[config.mk]
export PLATFORM = sky130hd
export DESIGN_NAME = ex_mem_skid_reg
export DESIGN_NICKNAME = d
export VERILOG_FILES = /design/src/rtl/ex_mem_skid_reg.sv
export SDC_FILE = /design/constraint.sdc
export NUM_CORES = 1
export LEC_CHECK = 0
export CAP_MARGIN = 5
export CORE_MARGIN = 10
export CORE_UTILIZATION = 43
export CTS_BUF_LIST = sky130_fd_sc_hd__clkbuf_4
export DETAILED_ROUTE_END_ITERATION = 12
export MAX_ROUTING_LAYER = met4
export PLACE_DENSITY = 0.73
export SETUP_SLACK_MARGIN = 0.3
export SYNTH_ARGS = -nofsm -noshare
export SYNTH_HDL_FRONTEND = slang
export SYNTH_SLANG_ARGS = --single-unit
[constraint.sdc]
create_clock -name clk -period 9.8 [get_ports clk]
set_clock_uncertainty 0.2 [all_clocks]
set_input_delay 0.98 -clock clk [delete_from_list [all_inputs] [get_ports clk]]
set_output_delay 0.98 -clock clk [all_outputs]
set_load 0.03 [all_outputs]
[src/rtl/ex_mem_skid_reg.sv]
// EX/MEM boundary register with a two-entry skid buffer, forwarding tap and stall counter.
// in_ready depends only on flops, so a memory stall never reaches execute combinationally.
module ex_mem_skid_reg #(
  parameter int XLEN  = 32,
  parameter int CNT_W = 16
) (
  input  logic             clk,
  input  logic             reset,
  input  logic             flush,
  input  logic             in_valid,
  output logic             in_ready,
  input  logic [XLEN-1:0]  in_result,
  input  logic [3:0]       in_flags,
  input  logic [XLEN-1:0]  in_wdata,
  input  logic [XLEN-1:0]  in_pc4,
  input  logic [4:0]       in_rd,
  input  logic [3:0]       in_ctrl,
  output logic             out_valid,
  input  logic             out_ready,
  output logic [XLEN-1:0]  out_result,
  output logic [3:0]       out_flags,
  output logic [XLEN-1:0]  out_wdata,
  output logic [XLEN-1:0]  out_pc4,
  output logic [4:0]       out_rd,
  output logic [3:0]       out_ctrl,
  output logic             fwd_valid,
  output logic [4:0]       fwd_rd,
  output logic [XLEN-1:0]  fwd_data,
  output logic [CNT_W-1:0] stall_cnt
);

  typedef struct packed {
    logic [XLEN-1:0] result;
    logic [3:0]      flags;
    logic [XLEN-1:0] wdata;
    logic [XLEN-1:0] pc4;
    logic [4:0]      rd;
    logic [3:0]      ctrl;
  } entry_t;

  // State encodes both valid bits: BUSY = main only, FULL = main and skid.
  typedef enum logic [1:0] {EMPTY, BUSY, FULL} state_t;

  state_t           r_state, w_state_nxt;
  entry_t           r_main, r_skid, w_in;
  logic [CNT_W-1:0] r_stall;
  logic             w_accept, w_deliver;
  logic             w_ld_main_in, w_ld_main_skid, w_ld_skid;

  assign w_in      = '{result: in_result, flags: in_flags, wdata: in_wdata,
                       pc4: in_pc4, rd: in_rd, ctrl: in_ctrl};
  assign in_ready  = (r_state != FULL);
  assign out_valid = (r_state != EMPTY);
  assign w_accept  = in_valid & in_ready;
  assign w_deliver = out_valid & out_ready;

  always_ff @(posedge clk or posedge reset) begin
    if (reset) r_state <= EMPTY;
    else       r_state <= w_state_nxt;
  end

  always_comb begin
    w_state_nxt    = r_state;
    w_ld_main_in   = 1'b0;
    w_ld_main_skid = 1'b0;
    w_ld_skid      = 1'b0;
    if (flush) begin
      w_state_nxt = EMPTY;
    end else begin
      unique case (r_state)
        EMPTY: if (w_accept) begin
          w_ld_main_in = 1'b1;
          w_state_nxt  = BUSY;
        end
        BUSY: begin
          if (w_deliver && w_accept) begin
            w_ld_main_in = 1'b1;
          end else if (w_deliver) begin
            w_state_nxt = EMPTY;
          end else if (w_accept) begin
            w_ld_skid   = 1'b1;
            w_state_nxt = FULL;
          end
        end
        FULL: if (w_deliver) begin
          w_ld_main_skid = 1'b1;
          w_state_nxt    = BUSY;
        end
        default: w_state_nxt = EMPTY;
      endcase
    end
  end

  // Payload is not cleared on flush; the valid state masks stale data.
  always_ff @(posedge clk or posedge reset) begin
    if (reset) begin
      r_main <= '0;
      r_skid <= '0;
    end else begin
      if (w_ld_main_in)        r_main <= w_in;
      else if (w_ld_main_skid) r_main <= r_skid;
      if (w_ld_skid)           r_skid <= w_in;
    end
  end

  always_ff @(posedge clk or posedge reset) begin
    if (reset)
      r_stall <= '0;
    else if (out_valid && !out_ready && (r_stall != {CNT_W{1'b1}}))
      r_stall <= r_stall + CNT_W'(1);
  end

  assign out_result = r_main.result;
  assign out_flags  = r_main.flags;
  assign out_wdata  = r_main.wdata;
  assign out_pc4    = r_main.pc4;
  assign out_rd     = r_main.rd;
  assign out_ctrl   = r_main.ctrl;
  assign fwd_valid  = out_valid & r_main.ctrl[3] & (r_main.rd != 5'd0);
  assign fwd_rd     = r_main.rd;
  assign fwd_data   = r_main.result;
  assign stall_cnt  = r_stall;

endmodule

* Yosys cells after proc, flatten, opt, wreduce, memory -nomap -nowiden
Cells that the tools add are included.
** Operators by class
- $lt $le $gt $ge :: 0
- $mul :: 0
- Reduce and logical (&&, ||, !) cells :: 9
- Eq/ne operators :: 8
- Mux-type cells :: 20
- Shift operators :: 0
- Bitwise logic cells :: 4
- $add $sub $neg :: 1
- Divide/modulo/power cells :: 0
** Operator list (count)
- 109-bit two-way mux :: 2
- 16-bit by 1-bit adder with 16-bit output (second input constant) :: 1
- 16-bit inequality test (second input constant) :: 1
- 2-bit two-way mux :: 6
- 1-bit two-way mux :: 10
- 3-bit inequality test (second input constant) :: 3
- 2-bit case mux with 3 select lines :: 1
- 5-bit nonzero test :: 1
- 1-bit AND :: 4
- 4-bit inequality test (second input constant) :: 1
- 4-bit AND reduction :: 1
- 2-bit nonzero test :: 2
- 1-bit logical AND :: 3
- 2-bit by 1-bit == test with 1-bit output (second input constant) :: 1
- 2-bit == test (second input constant) :: 1
- 2-bit logical NOT :: 1
- 2-bit inequality test (second input constant) :: 1
- 1-bit case mux with 2 select lines :: 1
- 1-bit logical NOT :: 1
** Storage, ports and cells
- Register bits after elaboration :: 236
- Memories :: 0
- Word-level logic and storage cells :: 56
- Bits in read-only memories :: 0
- Input bits :: 114
- Latch bits :: 0
- Output and inout port bits :: 165
- Memory bits (writable) :: 0

* Depth between registers and ports, before layout
- Depth after elaboration :: 7
- Mapped depth :: 6
- Mapped depth without buffers :: 5

* Worst setup path after synthesis
No wires, ideal clock.
- Path kind :: register to output
- Start :: register r_main (netlist bit fwd_rd[0])
- End :: output fwd_valid
- Stages on the path, launching flop included :: 3
- Slack :: 7330 ps
- Data arrival time :: 1290 ps
- Data required time :: 8620 ps
- Buffers on the path :: 0
- Cells stage by stage :: dfrtp_1 > or3_1 > o311a_1
** On the way
- Cells in the longest elaborated chain, start to end :: 2
** Ends and longest elaborated chain
- start, declared :: line 45 : entry_t r_main, r_skid, w_in;
- start signal, assigned :: line 100 : if (w_ld_main_in) r_main <= w_in;
- start signal, assigned :: line 101 : else if (w_ld_main_skid) r_main <= r_skid;
- 5-bit nonzero test :: line 119 : assign fwd_valid = out_valid & r_main.ctrl[3] & (r_main.rd != 5'd0);
- 1-bit AND :: line 119
- end, declared :: line 26 : output logic fwd_valid,
No other way between the ends.

* Worst setup path after layout
Same ends and word-level chain as after synthesis.

==> summary.json <==
{
  "fp.dieH": {"value": 172, "unit": "um"},
  "timing.critical_path.arrival": {"value": 2320, "unit": "ps"},
  "powerDensity": {"value": 221, "unit": "nW/um^2"},
  "number_of_placed_cells_counting_well_taps": {"value": 1325},
  "hpwl": {"value": 17200, "unit": "um"},
  "finalSetupViolations": {"value": 0},
  "grt_max_degree": {"value": 98},
  "post_synth_inst_count": {"value": 839},
  "io_pins": {"value": 279},
  "path_max_fanout": {"value": 4},
  "leakagePower": {"value": 0.00620, "unit": "uW"},
  "tritoncts": {"value": "done"},
  "worstReg2RegEnd": {"value": "r_skid[44]"},
  "port-buffer-count": {"value": 278},
  "rows": {"value": 55},
  "startpoint_type": {"value": "flip-flop"},
  "synth_area": {"value": 9940, "unit": "sq um"},
  "routed_wl_per_cell": {"value": 18.1, "unit": "um"},
  "dieWidth": {"value": 172, "unit": "um"},
  "critPathRequiredTime": {"value": 8620, "unit": "ps"},
  "r2r_cells": {"value": 4},
  "synth_simple_gate_area_share": {"value": 11.4, "unit": "%"},
  "timing.final.max_slew_violations": {"value": 0},
  "tightest_slew": {"value": 885, "unit": "ps"},
  "vias_per_cell": {"value": 5.14},
  "status": {"value": "finished, final reports clean"},
  "crit_slowest_cell": {"value": "clkdlybuf4s50_1"},
  "final_hold_fails": {"value": 0},
  "starting_drt_drc_count": {"value": 508},
  "grt_setup_unrepaired": {"value": "false"},
  "synth_async_sr_flop_share": {"value": 100, "unit": "%"},
  "setup_tns": {"value": 0, "unit": "ps"},
  "postSynthNetCount": {"value": 954},
  "largest_family_of_logic_cells_by_synthesized_area": {"value": "multiplexers"},
  "synth-compound-area-share": {"value": 9.93, "unit": "%"},
  "grt.total_usage": {"value": 17.6, "unit": "%"},
  "die_area": {"value": 29600, "unit": "sq um"},
  "worst_setup_path_startpoint": {"value": "fwd_rd[0]"},
  "post-synth-top-area-fraction": {"value": 59.4, "unit": "%"},
  "top_cells_by_area_in_the_synthesized_netlist": {"value": "dfrtp_1, mux2_2, nand2_1"},
  "reg2reg_setup_slack": {"value": 6970, "unit": "ps"},
  "cts.root.buffer_cell": {"value": "clkbuf_4"},
  "timing.final.crit_period": {"value": 3500, "unit": "ps"},
  "synthesis.area_per_instance": {"value": 11.9, "unit": "sq um"},
  "place.gp.congestion": {"value": 0.769},
  "clock-sinks": {"value": 236},
  "critical_path.endpoint_type": {"value": "output port"},
  "finalCritPeriodShare": {"value": 35.7, "unit": "%"},
  "insertion_delay": {"value": 650, "unit": "ps"},
  "post_cts_hold_fix_bufs": {"value": 0},
  "flip_flop_and_latch_count_after_synthesis": {"value": 236},
  "synth_adder_area_share": {"value": 0.126, "unit": "%"},
  "count_of_nets_left_with_antenna_violations_after_detail_routing": {"value": 0},
  "hp-class": {"value": "flip-flop to flip-flop"},
  "synth_xor_xnor_area_share": {"value": 0.617, "unit": "%"},
  "final_layout_size_suffix_gt1_share": {"value": 20.0, "unit": "%"},
  "fillCellCount": {"value": 1909},
  "cts_buffer_depth": {"value": 3},
  "number_of_antenna_violations_at_the_first_check_in_global_routing": {"value": 3},
  "remaining_drc_errors": {"value": 0},
  "via_count_of_the_first_global_routing_pass": {"value": 7576},
  "max_freq": {"value": 286, "unit": "MHz"},
  "drt-total-wl": {"value": 25900, "unit": "um"},
  "area.growth.synth_to_final": {"value": 34.8, "unit": "%"},
  "cts_made_buffers": {"value": 61},
  "yosysWarningCount": {"value": 0},
  "postCtsSetupBuffers": {"value": 0},
  "first_pass_iters": {"value": 4},
  "detailed_place.area": {"value": 12600, "unit": "sq um"},
  "cts.repair.resized": {"value": 0},
  "timing.hold.worst.start": {"value": "out_pc4[11]"},
  "cts_htree_levels": {"value": 2},
  "finish.instance_area": {"value": 13400, "unit": "sq um"},
  "worstHoldPathCells": {"value": 2},
  "whs_endpoint": {"value": "out_pc4[11]"},
  "crit_type": {"value": "flip-flop to output port"},
  "synthFlopType": {"value": "dfrtp_1"},
  "seq_area_frac_synth": {"value": 59.4, "unit": "%"},
  "core_area": {"value": 22700, "unit": "sq um"},
  "max_cap_viol_count": {"value": 0},
  "synth-edff-count": {"value": 0},
  "max-slew-margin-rel": {"value": 41.0, "unit": "%"},
  "power.ir.vdd_worst": {"value": 0.000161, "unit": "V"},
  "source_of_the_worst_register_to_register_timing_path": {"value": "r_state[0]"},
  "finalNetCount": {"value": 1218},
  "synth_top_area_cell": {"value": "dfrtp_1"},
  "grt_pass1_wl": {"value": 40600, "unit": "um"},
  "clk_transition_reported_paths": {"value": 60, "unit": "ps"},
  "report.power.total": {"value": 2960, "unit": "uW"},
  "final_cell_count_no_fill": {"value": 1433},
  "initial_utilization": {"value": 43.8, "unit": "%"},
  "synth.mux.area_fraction": {"value": 13.1, "unit": "%"},
  "grt_overflow_total": {"value": 0},
  "cp_slowest_stage_delay": {"value": 600, "unit": "ps"},
  "critical_path.cell_chain": {"value": "or3_1 -> o311a_1 -> clkdlybuf4s50_1"},
  "route.vias.total": {"value": 7363},
  "synth_cell_type_count": {"value": 43}
}
==> registers in the layout, indices dropped and copies added, names as in the netlist <==
signal / flops
fwd_data: 32
fwd_rd: 5
out_ctrl: 4
out_flags: 4
out_pc4: 32
out_wdata: 32
r_skid: 109
r_state: 2
stall_cnt: 16
==> cell families after synthesis <==
group                    Yosys count
AO/OA/AOI/OAI                    132
adder cells (fa/ha/maj)            1
multiplexers                     113
flip-flops                       236
XOR/XNOR                           7
buffers and inverters             88
AND/OR/NAND/NOR                  262
==> worst max-delay path, delay by kind of cell (launching register included) <==
family / cells / cell delay, ps
AOI/OAI and AO/OA: 1 / 290
DFF: 1 / 410
and+or+nand+nor: 1 / 380
buffers and inverters: 1 / 600
==> how the worst max path moves through the flow <==
stage	end	slack [ps]
after CTS	fwd_valid	6220
after global routing	stall_cnt[2]	6140
after floorplan	fwd_data[0]	2150
after global placement	stall_cnt[7]	5710
after detailed placement	stall_cnt[7]	5700
final	fwd_valid	6300
==> cell type report <==
| type | instances | area (sq um) | area share [%] |
|---|---|---|---|
| Antenna cell | 4 | 10.0 | 0.0747 |
| Clock buffer | 99 | 743 | 5.55 |
| Clock inverter | 5 | 18.8 | 0.140 |
| Inverter | 4 | 22.5 | 0.168 |
| Multi-Input combinational cell | 515 | 3510 | 26.2 |
| Sequential cell | 236 | 5910 | 44.1 |
| Tap cell | 285 | 357 | 2.66 |
| Timing Repair Buffer | 285 | 2840 | 21.2 |
==> through the flow <==
| stage | hold slack [ps] | utilization (%) | setup slack, ps |
|---|---|---|---|
| floorplan | 256 | - | 2150 |
| global route | 293 | 59.0 | 6140 |
| global placement | 257 | 55.6 | 5710 |
| CTS | 274 | 59.0 | 6220 |
| detailed placement | 262 | 55.6 | 5700 |
| finish | 272 | 59.0 | 6300 |
==> per-layer routing <==
metal	global-route usage, %	routed length [um]	vias to the layer above
li1	-	-	3474
met1	21.2	10700	3590
met2	27.2	12400	259
met3	5.77	2230	40
met4	6.26	511	0
met5	-	0	-
==> synth_stat cells, types with 2 or more instances <==
library cell    n
a211oi_1        3
a21oi_1         8
a22oi_1       108
a31oi_1         3
a41oi_1         2
and2_1          2
and3_1          4
buf_2          32
buf_4          41
buf_6           2
clkbuf_1        9
dfrtp_1       236
inv_1           4
mux2_2        100
mux2_4         10
mux2i_1         3
nand2_1       222
nand2b_1        2
nand3_1         8
nand4_1         2
nor2_1          6
nor2b_1         2
nor4_4          3
o311a_1         2
or2_2           2
xnor2_1         3
xor2_1          4
==> where the power goes <==
part           switching [uW]  total, uW  internal (uW)  leakage [uW]
Clock                     378        826            448      0.000466
Combinational             434        815            381       0.00280
Sequential                131       1320           1190       0.00293
Total                     943       2960           2020       0.00620
==> placed cells by master (no fill, tap or decap), drive strengths merged, types with 2 or more instances in the layout <==
cell type | synthesis | routed
o311a | 2 | 2
xnor2 | 3 | 3
xor2 | 4 | 4
clkinv | 0 | 4
mux2i | 3 | 3
a41oi | 2 | 2
dfrtp | 236 | 236
nor2 | 6 | 6
and3 | 4 | 4
and2 | 2 | 2
a21oi | 9 | 9
nand3 | 8 | 8
a211oi | 3 | 3
nand2b | 2 | 2
a22oi | 108 | 108
nor2b | 2 | 2
a31oi | 3 | 3
nand2 | 223 | 223
or2 | 2 | 2
nor4 | 3 | 3
inv | 4 | 5
mux2 | 110 | 110
clkbuf | 9 | 99
clkdlybuf4s50 | 0 | 278
buf | 75 | 7
nand4 | 2 | 2
diode | 0 | 4
No activity file was read; power rests on OpenSTA's default activity.
